<file path="src/rtl/ahb_write_buffer.sv">
// AHB-Lite single-entry posted-write buffer between an upstream master and a
// downstream SRAM controller. Writes complete upstream with zero wait states
// while the buffer is empty; reads wait for the buffered write to drain first.
`timescale 1ns/1ps
module ahb_write_buffer #(
  parameter int unsigned W_ADDR = 32,
  parameter int unsigned W_DATA = 32
) (
  input  logic              clk,
  input  logic              rst_n,
  // upstream slave port
  input  logic              s_hready,
  output logic              s_hready_resp,
  output logic              s_hresp,
  input  logic [W_ADDR-1:0] s_haddr,
  input  logic [1:0]        s_htrans,
  input  logic              s_hwrite,
  input  logic [2:0]        s_hsize,
  input  logic [3:0]        s_hprot,
  input  logic [2:0]        s_hburst,
  input  logic              s_hmastlock,
  input  logic [W_DATA-1:0] s_hwdata,
  output logic [W_DATA-1:0] s_hrdata,
  // downstream master port
  input  logic              m_hready,
  input  logic              m_hresp,
  output logic [W_ADDR-1:0] m_haddr,
  output logic [1:0]        m_htrans,
  output logic              m_hwrite,
  output logic [2:0]        m_hsize,
  output logic [3:0]        m_hprot,
  output logic [2:0]        m_hburst,
  output logic              m_hmastlock,
  output logic [W_DATA-1:0] m_hwdata,
  input  logic [W_DATA-1:0] m_hrdata,
  output logic              busy
);

  typedef enum logic [1:0] {U_IDLE, U_WRITE, U_READ} u_state_t;
  typedef enum logic [2:0] {M_IDLE, M_APH_W, M_DPH_W, M_APH_R, M_DPH_R} m_state_t;

  u_state_t u_state, u_state_nxt;
  m_state_t m_state, m_state_nxt;

  // aphase register
  logic [W_ADDR-1:0] ar_addr;
  logic              ar_write;
  logic [2:0]        ar_size;
  logic [3:0]        ar_prot;

  // write buffer
  logic              wb_valid;
  logic [W_ADDR-1:0] wb_addr;
  logic [2:0]        wb_size;
  logic [3:0]        wb_prot;
  logic [W_DATA-1:0] wb_data;

  logic aph_accept, wb_drain, wb_free, wb_cap, rd_done, rd_pending, wb_valid_nxt;
  logic unused_inputs;

  assign aph_accept   = s_hready && s_htrans[1];
  assign wb_drain     = (m_state == M_DPH_W) && m_hready;
  assign wb_free      = !wb_valid || wb_drain;
  assign wb_cap       = (u_state == U_WRITE) && wb_free;
  assign rd_done      = (m_state == M_DPH_R) && m_hready;
  assign rd_pending   = (u_state == U_READ);
  assign wb_valid_nxt = wb_cap || (wb_valid && !wb_drain);

  assign s_hresp       = 1'b0;
  assign m_hburst      = 3'b000;
  assign m_hmastlock   = 1'b0;
  assign unused_inputs = ^{s_hburst, s_hmastlock, m_hresp};

  // Upstream response: writes stall only on a full buffer, reads until downstream data returns
  always_comb begin
    s_hready_resp = 1'b1;
    s_hrdata      = '0;
    case (u_state)
      U_WRITE: s_hready_resp = wb_free;
      U_READ: begin
        s_hready_resp = rd_done;
        if (rd_done) s_hrdata = m_hrdata;
      end
      default: s_hready_resp = 1'b1;
    endcase
  end

  // Next-state logic for both sides; buffered writes always go out before reads
  always_comb begin
    u_state_nxt = u_state;
    m_state_nxt = m_state;
    if (s_hready) begin
      if (!s_htrans[1])  u_state_nxt = U_IDLE;
      else if (s_hwrite) u_state_nxt = U_WRITE;
      else               u_state_nxt = U_READ;
    end
    case (m_state)
      M_IDLE: begin
        if (wb_valid || wb_cap)                          m_state_nxt = M_APH_W;
        else if (rd_pending || (aph_accept && !s_hwrite)) m_state_nxt = M_APH_R;
      end
      M_APH_W: if (m_hready) m_state_nxt = M_DPH_W;
      M_DPH_W: if (m_hready) m_state_nxt = wb_cap ? M_APH_W : M_IDLE;
      M_APH_R: if (m_hready) m_state_nxt = M_DPH_R;
      M_DPH_R: if (m_hready) m_state_nxt = M_IDLE;
      default: m_state_nxt = M_IDLE;
    endcase
  end

  // State registers
  always_ff @(posedge clk) begin
    if (!rst_n) begin
      u_state <= U_IDLE;
      m_state <= M_IDLE;
    end else begin
      u_state <= u_state_nxt;
      m_state <= m_state_nxt;
    end
  end

  // Capture the accepted upstream address phase
  always_ff @(posedge clk) begin
    if (!rst_n) begin
      ar_addr  <= '0;
      ar_write <= 1'b0;
      ar_size  <= 3'b000;
      ar_prot  <= 4'b0000;
    end else if (aph_accept) begin
      ar_addr  <= s_haddr;
      ar_write <= s_hwrite;
      ar_size  <= s_hsize;
      ar_prot  <= s_hprot;
    end
  end

  // Posted-write buffer: fill on upstream write dphase, empty on downstream dphase completion
  always_ff @(posedge clk) begin
    if (!rst_n) begin
      wb_valid <= 1'b0;
      wb_addr  <= '0;
      wb_size  <= 3'b000;
      wb_prot  <= 4'b0000;
      wb_data  <= '0;
    end else begin
      wb_valid <= wb_valid_nxt;
      if (wb_cap) begin
        wb_addr <= ar_addr;
        wb_size <= ar_size;
        wb_prot <= ar_prot;
        wb_data <= s_hwdata;
      end
    end
  end

  // Downstream bus outputs; address fields hold their last value outside aphase
  always_ff @(posedge clk) begin
    if (!rst_n) begin
      m_htrans <= 2'b00;
      m_haddr  <= '0;
      m_hwrite <= 1'b0;
      m_hsize  <= 3'b000;
      m_hprot  <= 4'b0000;
      m_hwdata <= '0;
      busy     <= 1'b0;
    end else begin
      m_htrans <= ((m_state_nxt == M_APH_W) || (m_state_nxt == M_APH_R)) ? 2'b10 : 2'b00;
      busy     <= wb_valid_nxt || (m_state_nxt != M_IDLE);
      if (m_state_nxt == M_APH_W) begin
        m_hwrite <= 1'b1;
        m_haddr  <= wb_cap ? ar_addr : wb_addr;
        m_hsize  <= wb_cap ? ar_size : wb_size;
        m_hprot  <= wb_cap ? ar_prot : wb_prot;
      end else if (m_state_nxt == M_APH_R) begin
        m_hwrite <= rd_pending ? ar_write : s_hwrite;
        m_haddr  <= rd_pending ? ar_addr  : s_haddr;
        m_hsize  <= rd_pending ? ar_size  : s_hsize;
        m_hprot  <= rd_pending ? ar_prot  : s_hprot;
      end
      if (m_state_nxt == M_DPH_W) m_hwdata <= wb_data;
    end
  end

endmodule

</file>
<file path="config.mk">
export PLATFORM = sky130hd
export DESIGN_NAME = ahb_write_buffer
export DESIGN_NICKNAME = d
export VERILOG_FILES = /design/src/rtl/ahb_write_buffer.sv
export SDC_FILE = /design/constraint.sdc
export NUM_CORES = 1
export LEC_CHECK = 0
export ABC_CLOCK_PERIOD_IN_PS = 3000
export CAP_MARGIN = 20
export CORE_MARGIN = 4
export CORE_UTILIZATION = 40
export DETAILED_ROUTE_END_ITERATION = 6
export PLACE_DENSITY = 0.74
export RECOVER_POWER = 25
export SYNTH_ARGS = -nofsm -noshare
export SYNTH_HDL_FRONTEND = slang
export SYNTH_SLANG_ARGS = --single-unit
</file>
<file path="constraint.sdc">
create_clock -name clk -period 3 [get_ports clk]
set_clock_uncertainty 0.15 [all_clocks]
set_input_delay 0.6 -clock clk [delete_from_list [all_inputs] [get_ports clk]]
set_output_delay 0.6 -clock clk [all_outputs]
set_load 0.02 [all_outputs]
</file>
==> impl_summary.md <==
Global routing
The global-route usage over all layers is 20.0%. The number of antenna violations at the first check in global routing came to 0. The via count of the first global-routing pass came to 7389.

For this run the aggregate overflow at the end of global routing stands at 0. The first global-routing pass estimated 39.5 mm of wire. Entering global routing, the biggest net connects 152 pins.

Critical path
Along the worst path, the maximum fanout reaches 6. The startpoint of the worst setup timing path is m_hready. The type of the worst setup path is primary input to output port. The slowest cell on the critical path is sky130_fd_sc_hd__clkdlybuf4s50_1.

The worst setup path is launched from a primary input. The start of the worst register-to-register path is m_state[1]. STA puts the critical path data required time at about 2.3 ns. The signal arrival time at the worst endpoint is 2.19 ns. STA classifies the critical path endpoint as an output port. Traced cell by cell, the critical path runs through clkdlybuf4s50_1 > nor4bb_4 > o21a_1 > or3_1 > dlygate4sd2_1. In this design, the stage delay of the slowest critical-path cell is 0.50 ns.

Yosys
The mean instance size in the synthesized netlist is 9.34 sq um. The number of unique standard cell types used by synthesis is 43. The top flip-flop cell by instance count after synthesis is sky130_fd_sc_hd__dfxtp_1. For this run, asynchronously set or reset flops after synthesis account for 0%. Counting flops with a built-in enable in the synthesized netlist gives 0. Yosys printed 0 warnings.

After synthesis the netlist holds a flip-flop and latch count of 191. The cell area that synthesis handed to floorplanning was 8730 sq um. In the synthesized netlist, the number of instances is 935.

The share of the Yosys chip area taken by registers is 43.8%.

Clock tree
Counting along the longest clock path gives a buffer depth of 2. Clock-pin slew was measured on the worst setup and hold paths at about 0.06 ns. CTS placed an instance of sky130_fd_sc_hd__clkbuf_16 at the clock tree root. In this run the number of H-tree levels came out at 4. After clock tree synthesis, the setup repair step added 0 buffers. For the worst-skew pair, the clock arrives at the later sink with an insertion delay of 0.44 ns. The TritonCTS clock tree is built. In this run, CTS created clock tree buffers numbering 17. CTS saw 191 sinks.

Die
The full die area is 24200 sq um. In this run the standard cell core region covers ~21000 sq um. The floorplan die width is 156 microns.

The die height is 156 microns. The initialized floorplan defines 53 standard-cell rows. During I/O placement, the number of pins put on the boundary was 228. The initial core utilization is just over 40%.

Worst hold path
The type of the worst min-delay path is register to register. The start point of the worst hold path is wb_data[17].

Finish
At the end of the flow the core is filled with cells to 55.0%. Relative to the synthesized area, the layout overhead comes to 33.6%. The number of antenna diodes is 0. The commonest non-fill, non-tap cell in the layout is sky130_fd_sc_hd__dfxtp_1.

The library cells used most frequently in the layout, excluding fill and tap cells, are sky130_fd_sc_hd__dfxtp_1, sky130_fd_sc_hd__clkdlybuf4s50_1, sky130_fd_sc_hd__nand2_1. At the end of the flow, the number of nets in the layout was 1214. Of the cells placed in the final design, the portion with a size suffix greater than 1 is 9.73%.

Pwr
The internal power component is 4.45 mW. Of the total power, the share spent switching nets is ~29%. The power consumption is 6.27 mW. The switching power summed over all nets is 1.82 mW. The leakage power total is 4.10 nW.

Combinational logic burns about a fifth of the power. The maximum vdd drop is 0.384 mV. The part of the total power dissipated in sequential elements is 43.6%.

The areal power density over the cells is 538 nW/um^2. The clock network burns a little over a third of the power.

STA
Of the available clock period, the critical path in the final layout requires 98.1%. The worst pin sits at a relative slew slack of less than 1%. The number of pins exceeding their max-slew limit in the final report is 0. The hold violation count in the final report is 0.

Derived from the worst setup path, the maximum achievable clock frequency is 340 MHz. Setup repair after global routing left no endpoint under its margin. The routed design could run at a clock period as short as 2.94 ns. The count of final setup violators is 0. At the pin with the least slew margin, the transition time is 1.50 ns.

Outcome
The final reports fail on max-capacitance violations. The flow ran to the end, but the final reports show violations.

Place
Routability-driven placement finished with a final weighted congestion of about 0.77. Detailed placement finished with a half-perimeter wire length of 15.3 mm. The port buffer count is 215.

Drt
The first routing iteration left 389 violations. The remaining design rule violation count is 0. Dividing the detail-routed wire length by the instance count gives about 18 microns. The via count of the routed design is 7573. Summed over all layers, the routed wires come to ~25 mm. The number of antenna-violating nets in the routed design is 0. Before antenna repair, the detailed router went through 5 iterations. Using the TritonRoute via totals, the vias-per-cell ratio works out to 5.47.

Flow run
Max-cap violations in this run came to 1.
registers in the layout (all words and copies together), names as in the netlist:
register and count:
ar_addr 32, ar_prot 4, ar_size 3, ar_write 1, busy 1, m_haddr 32
m_hprot 4, m_hsize 3, m_htrans 1, m_hwdata 32, m_hwrite 1, m_state 3
u_state 2, wb_addr 32, wb_data 32, wb_prot 4, wb_size 3, wb_valid 1
path summary, 6_finish.rpt:
| check | slack [ns] | end | depth (start not counted) |
|---|---|---|---|
| max reg2reg | 0.38 | m_haddr[2] | 5 |
| min | 0.30 | wb_data[17] | 2 |
| max | 0.06 | s_hready_resp | 5 |
| min reg2reg | 0.30 | wb_data[17] | 2 |
power by group through the flow:
| stage | registers [mW] | clock network [mW] | logic (mW) |
|---|---|---|---|
| 5_1_grt | 2.75 | 2.38 | 1.39 |
| 4_1_cts | 2.74 | 2.29 | 1.31 |
| 6_report | 2.74 | 2.25 | 1.29 |
| 2_1_floorplan | 2.86 | 0 | 0.683 |
| 3_3_place_gp | 2.79 | 0 | 1.29 |
| 3_5_place_dp | 2.79 | 0 | 1.30 |
timing repair:
| item | in CTS | in global routing |
|---|---|---|
| hold buffers | 0 | 0 |
| endpoints found under the hold margin | 0 | 0 |
| setup endpoints to repair | 33 | 0 |
| gates resized for setup | 33 | 0 |
layout make-up:
type / count / area [sq um]
tap: 275 / 344
clock buffer: 18 / 429
sequential: 191 / 3820
timing repair buffer: 241 / 2420
clock inverter: 14 / 146
inverter: 4 / 15.0
fill: 1912 / 9560
multi-input combinational: 642 / 4480
kinds of logic (layout without fill, tap and decap cells):
logic type / after synthesis / count (layout) / share of synthesized area [%]
and+or+nand+nor: 275 / 275 / 15.7
muxes: 72 / 72 / 8.82
buffers and inverters: 107 / 277 / 5.52
AOI/OAI and AO/OA: 287 / 287 / 25.9
DFF: 191 / 191 / 43.8
adders and majority gates: 2 / 2 / 0.287
other: 1 / 6 / 0.0430
metrics by stage:
stage	instance area [sq um]	setup WS, ns	TNS (ns)	hold slack, ns	cells
floorplan	8750	0.543	0	0.285	940
global placement	11200	-0.141	-2.77	0.291	1353
detailed placement	11200	-0.167	-3.99	0.295	1353
CTS	11700	0.0642	0	0.304	1385
global route	11700	0.0106	0	0.319	1385
finish	11700	0.0579	0	0.304	1385
worst max-delay path: cells and delay by family:
family	cells	cell delay, ns
compound gates	1	0.20
buf+inv	2	0.85
simple gates	2	0.53
metal layers:
metal	track usage, %	routed length, microns
met4	4.92	230
met3	4.08	1330
met2	33.6	12000
met1	26.6	11200
met5	0	0
cells in the mapped netlist (32+ instances only):
cell	n	share of area [%]
sky130_fd_sc_hd__a21boi_0	40	3.4
sky130_fd_sc_hd__a21boi_1	71	6.1
sky130_fd_sc_hd__a32o_1	39	4.5
sky130_fd_sc_hd__and2_1	36	2.6
sky130_fd_sc_hd__clkbuf_1	71	3.1
sky130_fd_sc_hd__dfxtp_1	191	44
sky130_fd_sc_hd__mux2_2	39	5.0
sky130_fd_sc_hd__mux2i_1	33	3.8
sky130_fd_sc_hd__nand2_1	146	6.3
sky130_fd_sc_hd__nor2b_1	32	2.3
sky130_fd_sc_hd__o211ai_1	117	10
sky130_fd_sc_hd__or3_1	40	2.9
Power figures use the tool's default switching activity.
